### config.mk
export PLATFORM = sky130hd
export DESIGN_NAME = tcdm_interconnect
export DESIGN_NICKNAME = d
export VERILOG_FILES = /design/src/rtl/tcdm_interconnect.sv
export SDC_FILE = /design/constraint.sdc
export NUM_CORES = 1
export LEC_CHECK = 0
export CORE_AREA = 3 3 412 414
export DETAILED_ROUTE_END_ITERATION = 10
export DIE_AREA = 0 0 415 417
export PLACE_DENSITY_LB_ADDON = 0.05
export SYNTH_ARGS = -nofsm -noshare
export SYNTH_HDL_FRONTEND = slang
export SYNTH_SLANG_ARGS = --single-unit
export TNS_END_PERCENT = 5
### constraint.sdc
create_clock -name clk_i -period 9.25 [get_ports clk_i]
set_input_delay 1.85 -clock clk_i [delete_from_list [all_inputs] [get_ports clk_i]]
set_output_delay 1.85 -clock clk_i [all_outputs]
set_load 0.02 [all_outputs]
### src/rtl/tcdm_interconnect.sv
// tcdm_interconnect: word-interleaved single-cycle crossbar from cores to TCDM banks,
// per-bank round-robin arbitration and a one-cycle response return path.
module tcdm_rr_arb #(
    parameter  int unsigned N  = 4,
    localparam int unsigned IW = (N > 1) ? $clog2(N) : 1
) (
    input  logic          clk_i,
    input  logic          rst_ni,
    input  logic [N-1:0]  req_i,
    input  logic          gnt_i,
    output logic [N-1:0]  win_o,
    output logic [IW-1:0] idx_o
);
    logic [IW-1:0] r_ptr;
    logic          w_found;

    // first requester at or after the pointer, wrapping around
    always_comb begin
        idx_o   = '0;
        win_o   = '0;
        w_found = 1'b0;
        for (int k = 0; k < N; k++) begin
            if (!w_found && req_i[(int'(r_ptr) + k) % N]) begin
                w_found = 1'b1;
                idx_o   = IW'((int'(r_ptr) + k) % N);
            end
        end
        win_o[idx_o] = w_found;
    end

    always_ff @(posedge clk_i or negedge rst_ni) begin
        if (!rst_ni)
            r_ptr <= '0;
        else if (w_found && gnt_i)
            r_ptr <= (idx_o == IW'(N - 1)) ? '0 : idx_o + 1'b1;
    end
endmodule

module tcdm_interconnect #(
    parameter  int unsigned NumMaster   = 4,
    parameter  int unsigned BankFact    = 2,
    parameter  int unsigned DataWidth   = 32,
    parameter  int unsigned AddrWidth   = 32,
    parameter  int unsigned MemAddrBits = 8,
    localparam int unsigned NumBanks    = NumMaster * BankFact,
    localparam int unsigned BeWidth     = DataWidth / 8,
    localparam int unsigned Off         = $clog2(BeWidth),
    localparam int unsigned B           = $clog2(NumBanks),
    localparam int unsigned BW          = (B > 0) ? B : 1,
    localparam int unsigned MW          = (NumMaster > 1) ? $clog2(NumMaster) : 1
) (
    input  logic                   clk_i,
    input  logic                   rst_ni,
    input  logic [NumMaster-1:0]   req_i,
    input  logic [AddrWidth-1:0]   add_i   [NumMaster],
    input  logic [NumMaster-1:0]   wen_i,
    input  logic [DataWidth-1:0]   wdata_i [NumMaster],
    input  logic [BeWidth-1:0]     be_i    [NumMaster],
    output logic [NumMaster-1:0]   gnt_o,
    output logic [NumMaster-1:0]   vld_o,
    output logic [DataWidth-1:0]   rdata_o [NumMaster],
    output logic [NumBanks-1:0]    req_o,
    input  logic [NumBanks-1:0]    gnt_i,
    output logic [MemAddrBits-1:0] add_o   [NumBanks],
    output logic [NumBanks-1:0]    wen_o,
    output logic [DataWidth-1:0]   wdata_o [NumBanks],
    output logic [BeWidth-1:0]     be_o    [NumBanks],
    input  logic [DataWidth-1:0]   rdata_i [NumBanks]
);
    logic [BW-1:0]          w_bank [NumMaster];
    logic [MemAddrBits-1:0] w_row  [NumMaster];
    logic [NumMaster-1:0]   w_breq [NumBanks];
    logic [NumMaster-1:0]   w_win  [NumBanks];
    logic [MW-1:0]          w_idx  [NumBanks];
    logic [NumMaster-1:0]   r_vld;
    logic [BW-1:0]          r_bank [NumMaster];

    for (genvar m = 0; m < NumMaster; m++) begin : g_mst
        if (B > 0) begin : g_sel
            assign w_bank[m] = add_i[m][B+Off-1:Off];
        end else begin : g_one
            assign w_bank[m] = '0;
        end
        assign w_row[m]   = add_i[m][B+Off+MemAddrBits-1:B+Off];
        assign rdata_o[m] = rdata_i[r_bank[m]];
    end

    always_comb begin
        for (int b = 0; b < NumBanks; b++)
            for (int m = 0; m < NumMaster; m++)
                w_breq[b][m] = req_i[m] && (w_bank[m] == BW'(b));
    end

    for (genvar b = 0; b < NumBanks; b++) begin : g_bank
        tcdm_rr_arb #(.N(NumMaster)) i_arb (
            .clk_i  (clk_i),
            .rst_ni (rst_ni),
            .req_i  (w_breq[b]),
            .gnt_i  (gnt_i[b]),
            .win_o  (w_win[b]),
            .idx_o  (w_idx[b])
        );
        assign req_o[b]   = |w_breq[b];
        assign add_o[b]   = req_o[b] ? w_row[w_idx[b]]   : '0;
        assign wen_o[b]   = req_o[b] & wen_i[w_idx[b]];
        assign wdata_o[b] = req_o[b] ? wdata_i[w_idx[b]] : '0;
        assign be_o[b]    = req_o[b] ? be_i[w_idx[b]]    : '0;
    end

    // a master targets exactly one bank, so it can win at most once per cycle
    always_comb begin
        gnt_o = '0;
        for (int m = 0; m < NumMaster; m++)
            gnt_o[m] = w_win[w_bank[m]][m] && gnt_i[w_bank[m]];
    end

    always_ff @(posedge clk_i or negedge rst_ni) begin
        if (!rst_ni) begin
            r_vld <= '0;
            for (int m = 0; m < NumMaster; m++) r_bank[m] <= '0;
        end else begin
            r_vld <= gnt_o;
            for (int m = 0; m < NumMaster; m++)
                if (gnt_o[m]) r_bank[m] <= w_bank[m];
        end
    end

    assign vld_o = r_vld;
endmodule

==> results by group, run 1 <==
Logic synthesis
  • Post-Syn Area per Cell: 9.325 µm²
  • Count of cell types in the netlist: 60
  • Synth warn: 0
  • Post-synthesis async set-or-reset flop share: between 90% and 100%
  • Leading area contributor after synthesis: mux4_2
  • Sequential share of the synthesized area: 3.484%
  • Yosys reg bits: 32
  • Ranking of synthesized cells by area: mux4_2, mux2i_1, a211oi_1, and2_1, mux2_2
  • Post-synth EDFFs: 0
  • Ys flop type: dfrtp_1
  • Count leader, synth: a211oi_1
  • Compound-Gate Fraction of Synth Area: a little under a quarter
  • Mapped Cells: 2465
  • Post-synthesis mux area share: 53.12%
  • Yosys top cell area share: approximately a quarter
  • Simple-Gate Fraction of Synth Area: 10.96%
  • Mapped Area: between 20000 and 25000 µm²
  • Top cells by count, synth: a211oi_1, mux2i_1, and2_1, mux4_2, clkbuf_1
  • Main combinational cell family by area after synthesis: multiplexers
  • Synth Area in XOR/XNOR: 0%
  • Post-Synth Adder-Cell Area: 1.742%
  • Syn_nets: between 3000 and 4000

Timing
  • Actual slew at the worst max-slew pin: between 1 and 1.5 ns
  • Final setup TNS: 0 ns
  • Slew HR: 23.29%
  • Fin crit share: between 80 and 90%
  • Final Max Tran Viols: 0
  • Max Fclk: roughly 120 MHz
  • Final setup viols: 0
  • Final Hold Fails: 0
  • RSZ-0062 raised after global routing: false
  • Final min period: a little over 8 ns
  • Clk_skew: ~0.0067 ns

Floorplan
  • Initial Util: 13.79%
  • FP Rows: 150
  • I/O pins: 1050
  • Die Ht: 417 µm
  • Die area: 173100 µm²
  • Die span in x: between 400 and 500 µm
  • Core Box Area: 166700 µm²

Clock tree
  • Clock Tree Buf Depth: 2
  • Root buffer cell: clkbuf_16
  • Num CTS Buffers: 5
  • Sink Count: 32
  • Clock Latency Late Sink: just under 0.3 ns
  • Cts hold-fix bufs: 0
  • Setup Fix Bufs, Post-CTS: 0
  • PostCTS Resize Cnt: 0
  • TritonCTS clock tree: done
  • H-tree levels: 2
  • Clk pin slew, worst setup/hold paths: approximately 0.060 ns

Power and ir drop
  • Pwr Total: approximately 4.8 mW
  • Worst-case vdd ir drop: 0.07532 mV
  • Lkg Pwr: roughly 12 nW
  • Pwr dens: around 140 nW/µm²

Hold path
  • HP Class: flip-flop to flip-flop
  • Hold depth: 1

GRT
  • Vias in the first global route: approximately 27000
  • Largest net degree at the start of global routing: 93
  • Initial antenna violation count: 55
  • Tot GR Track Use: approximately 20%
  • Global-route wire length before repair: about 250000 µm
  • Gr ovfl total: 0

Placed design
  • HPWL Detailed: approximately 140000 µm
  • Placed Cells: between 5000 and 6000
  • Port Buffer Count: 965
  • GP Congestion: 0.8253

Routing
  • Via-per-instance ratio: 4.929
  • DRT Wirelength: between 150000 and 200000 µm
  • DRT iter0 DRCs: between 1500 and 2000
  • Via count: 26338
  • DRC Markers: 0
  • Initial DRT Pass Iterations: 5
  • Average wire per standard cell: ~35 µm
  • ANT nets after route: 0

Layout
  • Layout cells sized above 1: between 10% and 20%
  • Layout area overhead: 52.11%
  • Non-filler cells, final: about 5300
  • Multi-input gate area: 20570 µm²
  • FF+latch area: between 800 and 900 µm²
  • Layout net count: 3693
  • Fill cells: about 18000
  • Layout Utilization: a little over a fifth

Status
  • Status: complete, no violations

Worst setup path
  • Worst EP required: around 7.4 ns
  • Setup CP Type: input port to primary output
  • Slowest CP cell: clkdlybuf4s50_1
  • Element type at the critical path start: input port
  • R2R depth: 10
  • Critical Path AT: around 6.3 ns
  • Crit end category: primary output
  • CP cell instances: clkdlybuf4s50_1 > nand4b_1 > mux2_2 > o211ai_1 > buf_4 > a211oi_1 > a211oi_1 > clkdlybuf4s50_1
  • Worst Path Max Fanout: 26
  • Max incr delay on CP: 0.95 ns

Flow run
  • MaxCap Viol Count: 0
## worst max-delay path, delay by kind of cell
family,cells,cell delay [ns]
AO/OA/AOI/OAI,3,1.28
buffers and inverters,3,2.21
multiplexers,1,0.41
AND/OR/NAND/NOR,1,0.56
## stage by stage
stage / cell area, µm² / hold slack [ns] / setup WS, ns
final: 34970 / 0.4940 / 1.063
after global routing: 34930 / 0.5128 / 0.8683
after CTS: 34910 / 0.4974 / 0.9773
after detailed placement: 34740 / 0.4833 / 0.9895
after global placement: 34740 / 0.4862 / 1.060
after floorplan: 22990 / 0.4700 / 2.982
## layout make-up
| type | count | area share (%) |
|---|---|---|
| multi-input combinational | 2002 | 58.83 |
| timing repair buffer | 1040 | 29.91 |
| tap | 2204 | 7.887 |
| sequential | 32 | 2.362 |
| inverter | 34 | 0.3650 |
| clock buffer | 5 | 0.3578 |
| antenna | 24 | 0.1718 |
| clock inverter | 3 | 0.1217 |
## metal layers
| layer | part of all wire (%) | track usage (%) |
|---|---|---|
| met5 | 0.058 | 0 |
| met4 | 3.3 | 5.661 |
| met3 | 5.7 | 4.125 |
| met2 | 53 | 38.44 |
| met1 | 38 | 22.95 |
## state kept, by name, summed over array words and instances, names as in the netlist
signal and flops:
g_bank.i_arb.r_ptr 16, r_bank 12, vld_o 4
## final timing paths
kind | to | slack (ns) | from
worst max-delay path | wdata_o[57] | 1.06 | add_i[34]
worst min-delay path | r_bank[11] | 0.49 | r_bank[11]
worst max register to register | r_bank[7] | 5.87 | g_bank[6].i_arb.r_ptr[1]
worst min register to register | r_bank[11] | 0.49 | r_bank[11]
max in group asynchronous | r_bank[3] | 6.90 | rst_ni
min in group asynchronous | g_bank[7].i_arb.r_ptr[1] | 1.68 | rst_ni
## cells by family after synthesis
family / after synthesis
fa+ha+maj: 32
compound gates: 712
mux: 868
buf+inv: 431
flops: 32
simple gates: 390
## report_power, final
part | internal, mW | switching, mW | total [mW]
registers | 0.176 | 0.181 | 0.357
clock network | 0.127 | 0.0734 | 0.200
logic | 2.00 | 2.20 | 4.20
## cells in the final DEF, fill, tap and decap left out, drive strengths merged, types with 3 or more instances in the layout
cell / Yosys / routed
clkdlybuf4s50: 0 / 960
a211oi: 548 / 548
mux2i: 453 / 453
and2: 270 / 270
mux4: 264 / 264
mux2: 151 / 151
o22ai: 103 / 103
buf: 175 / 80
inv: 34 / 34
ha: 32 / 32
dfrtp: 32 / 32
nand2: 29 / 29
diode: 0 / 24
o21ai: 18 / 18
nor2: 14 / 14
nand4b: 12 / 12
nand3: 10 / 10
and4bb: 10 / 10
nand4: 9 / 9
a21oi: 9 / 9
and4b: 6 / 6
nor4b: 6 / 6
a31oi: 6 / 6
clkbuf: 222 / 5
nor3: 5 / 5
o21a: 4 / 4
a41o: 4 / 4
o31ai: 4 / 4
o22a: 4 / 4
and4: 4 / 4
nor4: 4 / 4
o211ai: 3 / 3
No activity file was read; power rests on OpenSTA's default activity.
==> run 2, diff against run 1 <==
--- a/config.mk
+++ b/config.mk
@@ -8,7 +8,7 @@
 export CORE_AREA = 3 3 412 414
 export DETAILED_ROUTE_END_ITERATION = 10
 export DIE_AREA = 0 0 415 417
-export PLACE_DENSITY_LB_ADDON = 0.05
+export PLACE_DENSITY_LB_ADDON = 0.3
 export SYNTH_ARGS = -nofsm -noshare
 export SYNTH_HDL_FRONTEND = slang
 export SYNTH_SLANG_ARGS = --single-unit
==> results by group, run 2 (synthesis results as in run 1) <==
Clock tree
  • Sink Count: 32 (unchanged)
  • Root buffer cell: clkbuf_16 (unchanged)
  • Clk pin slew, worst setup/hold paths: 0.06 ns (about the same)
  • Clock Tree Buf Depth: 2 (unchanged)
  • TritonCTS clock tree: done (unchanged)
  • Num CTS Buffers: 5 (unchanged)
  • PostCTS Resize Cnt: 0 (unchanged)
  • Setup Fix Bufs, Post-CTS: 0 (unchanged)
  • Cts hold-fix bufs: 0 (unchanged)
  • Clock Latency Late Sink: 0.29 ns (about the same)
  • H-tree levels: 2 (unchanged)

Floorplan
  • Die area: 173100 µm² (unchanged)
  • Initial Util: 13.79% (unchanged)
  • FP Rows: 150 (unchanged)
  • Die Ht: 417 µm (unchanged)
  • I/O pins: 1050 (unchanged)
  • Core Box Area: 166700 µm² (unchanged)
  • Die span in x: 415 µm (unchanged)

Layout
  • Layout net count: 3721 (was 3693)
  • Fill cells: 18340 (was 18160)
  • FF+latch area: 835.8 µm² (was 825.8 µm²)
  • Multi-input gate area: 20570 µm² (about the same)
  • Max FFs per register: 16 (unchanged)
  • Layout Utilization: 21.11% (was 20.98%)
  • Reg with most FFs: g_bank.i_arb.r_ptr (unchanged)
  • Layout area overhead: 53.09% (was 52.11%)
  • Commonest non-fill, non-tap cell in the layout: clkdlybuf4s50_1 (unchanged)
  • Layout cells sized above 1: 18.73% (was 18.04%)
  • Most frequent cells in the layout: clkdlybuf4s50_1, a211oi_1, mux2i_1, and2_1, mux4_2 (unchanged)

Placed design
  • GP Congestion: 0.8557 (was 0.8253)
  • HPWL Detailed: 124400 µm (was 135600 µm)
  • Port Buffer Count: 965 (unchanged)

Worst setup path
  • Slowest CP cell: clkdlybuf4s50_1 (unchanged)
  • RR Endpoint: r_bank[1] (was r_bank[7])
  • Critical Path AT: 6.28 ns (was 6.34 ns)
  • Setup slack, reg-to-reg: 5.97 ns (was 5.87 ns)
  • Worst r2r src: g_bank[1].i_arb.r_ptr[1] (was g_bank[6].i_arb.r_ptr[1])
  • CP cell instances: clkdlybuf4s50_1 > and4bb_2 > a211oi_1 > o32ai_4 > buf_12 > and2_1 > a211oi_1 > a211oi_1 > clkdlybuf4s50_1 (was clkdlybuf4s50_1 > nand4b_1 > mux2_2 > o211ai_1 > buf_4 > a211oi_1 > a211oi_1 > clkdlybuf4s50_1)
  • Max incr delay on CP: 0.97 ns (was 0.95 ns)
  • R2R depth: 9 (was 10)
  • Crit end category: primary output (unchanged)
  • Element type at the critical path start: input port (unchanged)
  • Worst Path Max Fanout: 61 (was 26)
  • Worst EP required: 7.40 ns (about the same)
  • Most frequent CP cell: a211oi_1
  • Setup CP Type: input port to primary output (unchanged)

Timing
  • Clk_skew: 0.007344 ns (was 0.006656 ns)
  • RSZ-0062 raised after global routing: false (unchanged)
  • Final Hold Fails: 0 (unchanged)
  • Slew HR: 35.86% (was 23.29%)
  • Actual slew at the worst max-slew pin: 0.9621 ns (was 1.146 ns)
  • Max Fclk: 123.0 MHz (was 122.1 MHz)
  • Final min period: 8.133 ns (was 8.187 ns)
  • Fin crit share: 87.93% (was 88.51%)
  • Final setup viols: 0 (unchanged)
  • Final Max Tran Viols: 0 (unchanged)
  • Final setup TNS: 0 ns (unchanged)
  • Fin Hold WS: 0.4893 ns (was 0.4940 ns)

Status
  • Status: complete, no violations (unchanged)

Routing
  • Via count: 26503 (was 26338)
  • Via-per-instance ratio: 4.938 (was 4.929)
  • Average wire per standard cell: 30.83 µm (was 34.64 µm)
  • DRC Markers: 0 (unchanged)
  • ANT nets after route: 0 (unchanged)
  • DRT iter0 DRCs: 1994 (was 1606)
  • DRT Wirelength: 165500 µm (was 185100 µm)
  • Initial DRT Pass Iterations: 5 (unchanged)

Hold path
  • Hold depth: 1 (unchanged)
  • HP Class: flip-flop to flip-flop (unchanged)
  • Hold EP: r_bank[11] (unchanged)
  • Worst Hold Launch: r_bank[11] (unchanged)

GRT
  • Global-route wire length before repair: 226700 µm (was 251000 µm)
  • Initial antenna violation count: 46 (was 55)
  • Vias in the first global route: 26153 (was 26832)
  • Tot GR Track Use: 18.13% (was 20.35%)
  • Gr ovfl total: 0 (unchanged)
  • Largest net degree at the start of global routing: 93 (unchanged)

Power and ir drop
  • Worst-case vdd ir drop: 0.1038 mV (was 0.07532 mV)
  • Lkg Pwr: 12.15 nW (was 12.02 nW)
  • Pwr dens: 136.0 nW/µm² (was 136.1 nW/µm²)

Flow run
  • MaxCap Viol Count: 0 (unchanged)
==> run 2: changes by cell type in the layout (fill, tap and decap cells not counted), sizes merged <==
cell,previous run,this run
buf,80,107
clkbuf,5,7
clkinv,1,0
diode,24,19
clkinvlp,1,0
clkdlybuf4s50,960,961
==> run 2: worst max path at each step <==
stage | start | end | cells after the start | slack (ns)
4_1_cts | add_i[98] | gnt_o[3] | 11 | 1.16
2_1_floorplan | add_i[99] | gnt_o[1] | 12 | 2.98
6_report | add_i[98] | wdata_o[202] | 9 | 1.12
3_5_place_dp | add_i[98] | gnt_o[3] | 11 | 1.18
3_3_place_gp | add_i[98] | wdata_o[202] | 9 | 1.24
5_1_grt | add_i[98] | gnt_o[3] | 11 | 1.01
==> run 2: power by group <==
group | internal [mW] | switching, mW | leakage, nW
Combinational | 2.01 | 2.20 | 11.7
Sequential | 0.179 | 0.189 | 0.383
Clock | 0.142 | 0.0673 | 0.0902
Total | 2.33 | 2.46 | 12.1
==> run 2: final cells by class <==
cell class | instances | area share, %
multi-input cells | 2002 | 58.44
repair buffers | 1068 | 30.33
clock buffers | 7 | 0.4338
diodes | 19 | 0.1351
inverters | 34 | 0.3627
well taps | 2204 | 7.836
clock inverters | 1 | 0.08533
flip-flops and latches | 32 | 2.375
==> run 2: stage by stage <==
stage                     area [µm²]  total power [mW]  cells  worst slack, ns
after floorplan                22990             2.646   2465            2.982
after global placement         34960             4.627   5340            1.236
after detailed placement       34960             4.632   5340            1.183
after CTS                      35140             4.867   5348            1.161
after global routing           35170             5.003   5358            1.011
final                          35190             4.786   5367            1.117
==> run 2: worst max-delay path, delay by kind of cell <==
| kind | cells | cell delay [ns] |
|---|---|---|
| buffers and inverters | 3 | 2.08 |
| AO/OA/AOI/OAI | 4 | 1.51 |
| AND/OR/NAND/NOR | 2 | 0.65 |
==> run 2: per-layer routing <==
metal,track usage (%),part of all wire (%),vias up
met5,0,0.041,-
met4,5.917,4.0,10
met3,3.581,6.2,252
met2,34.47,53,1210
met1,20.00,37,13666
li1,-,-,11365
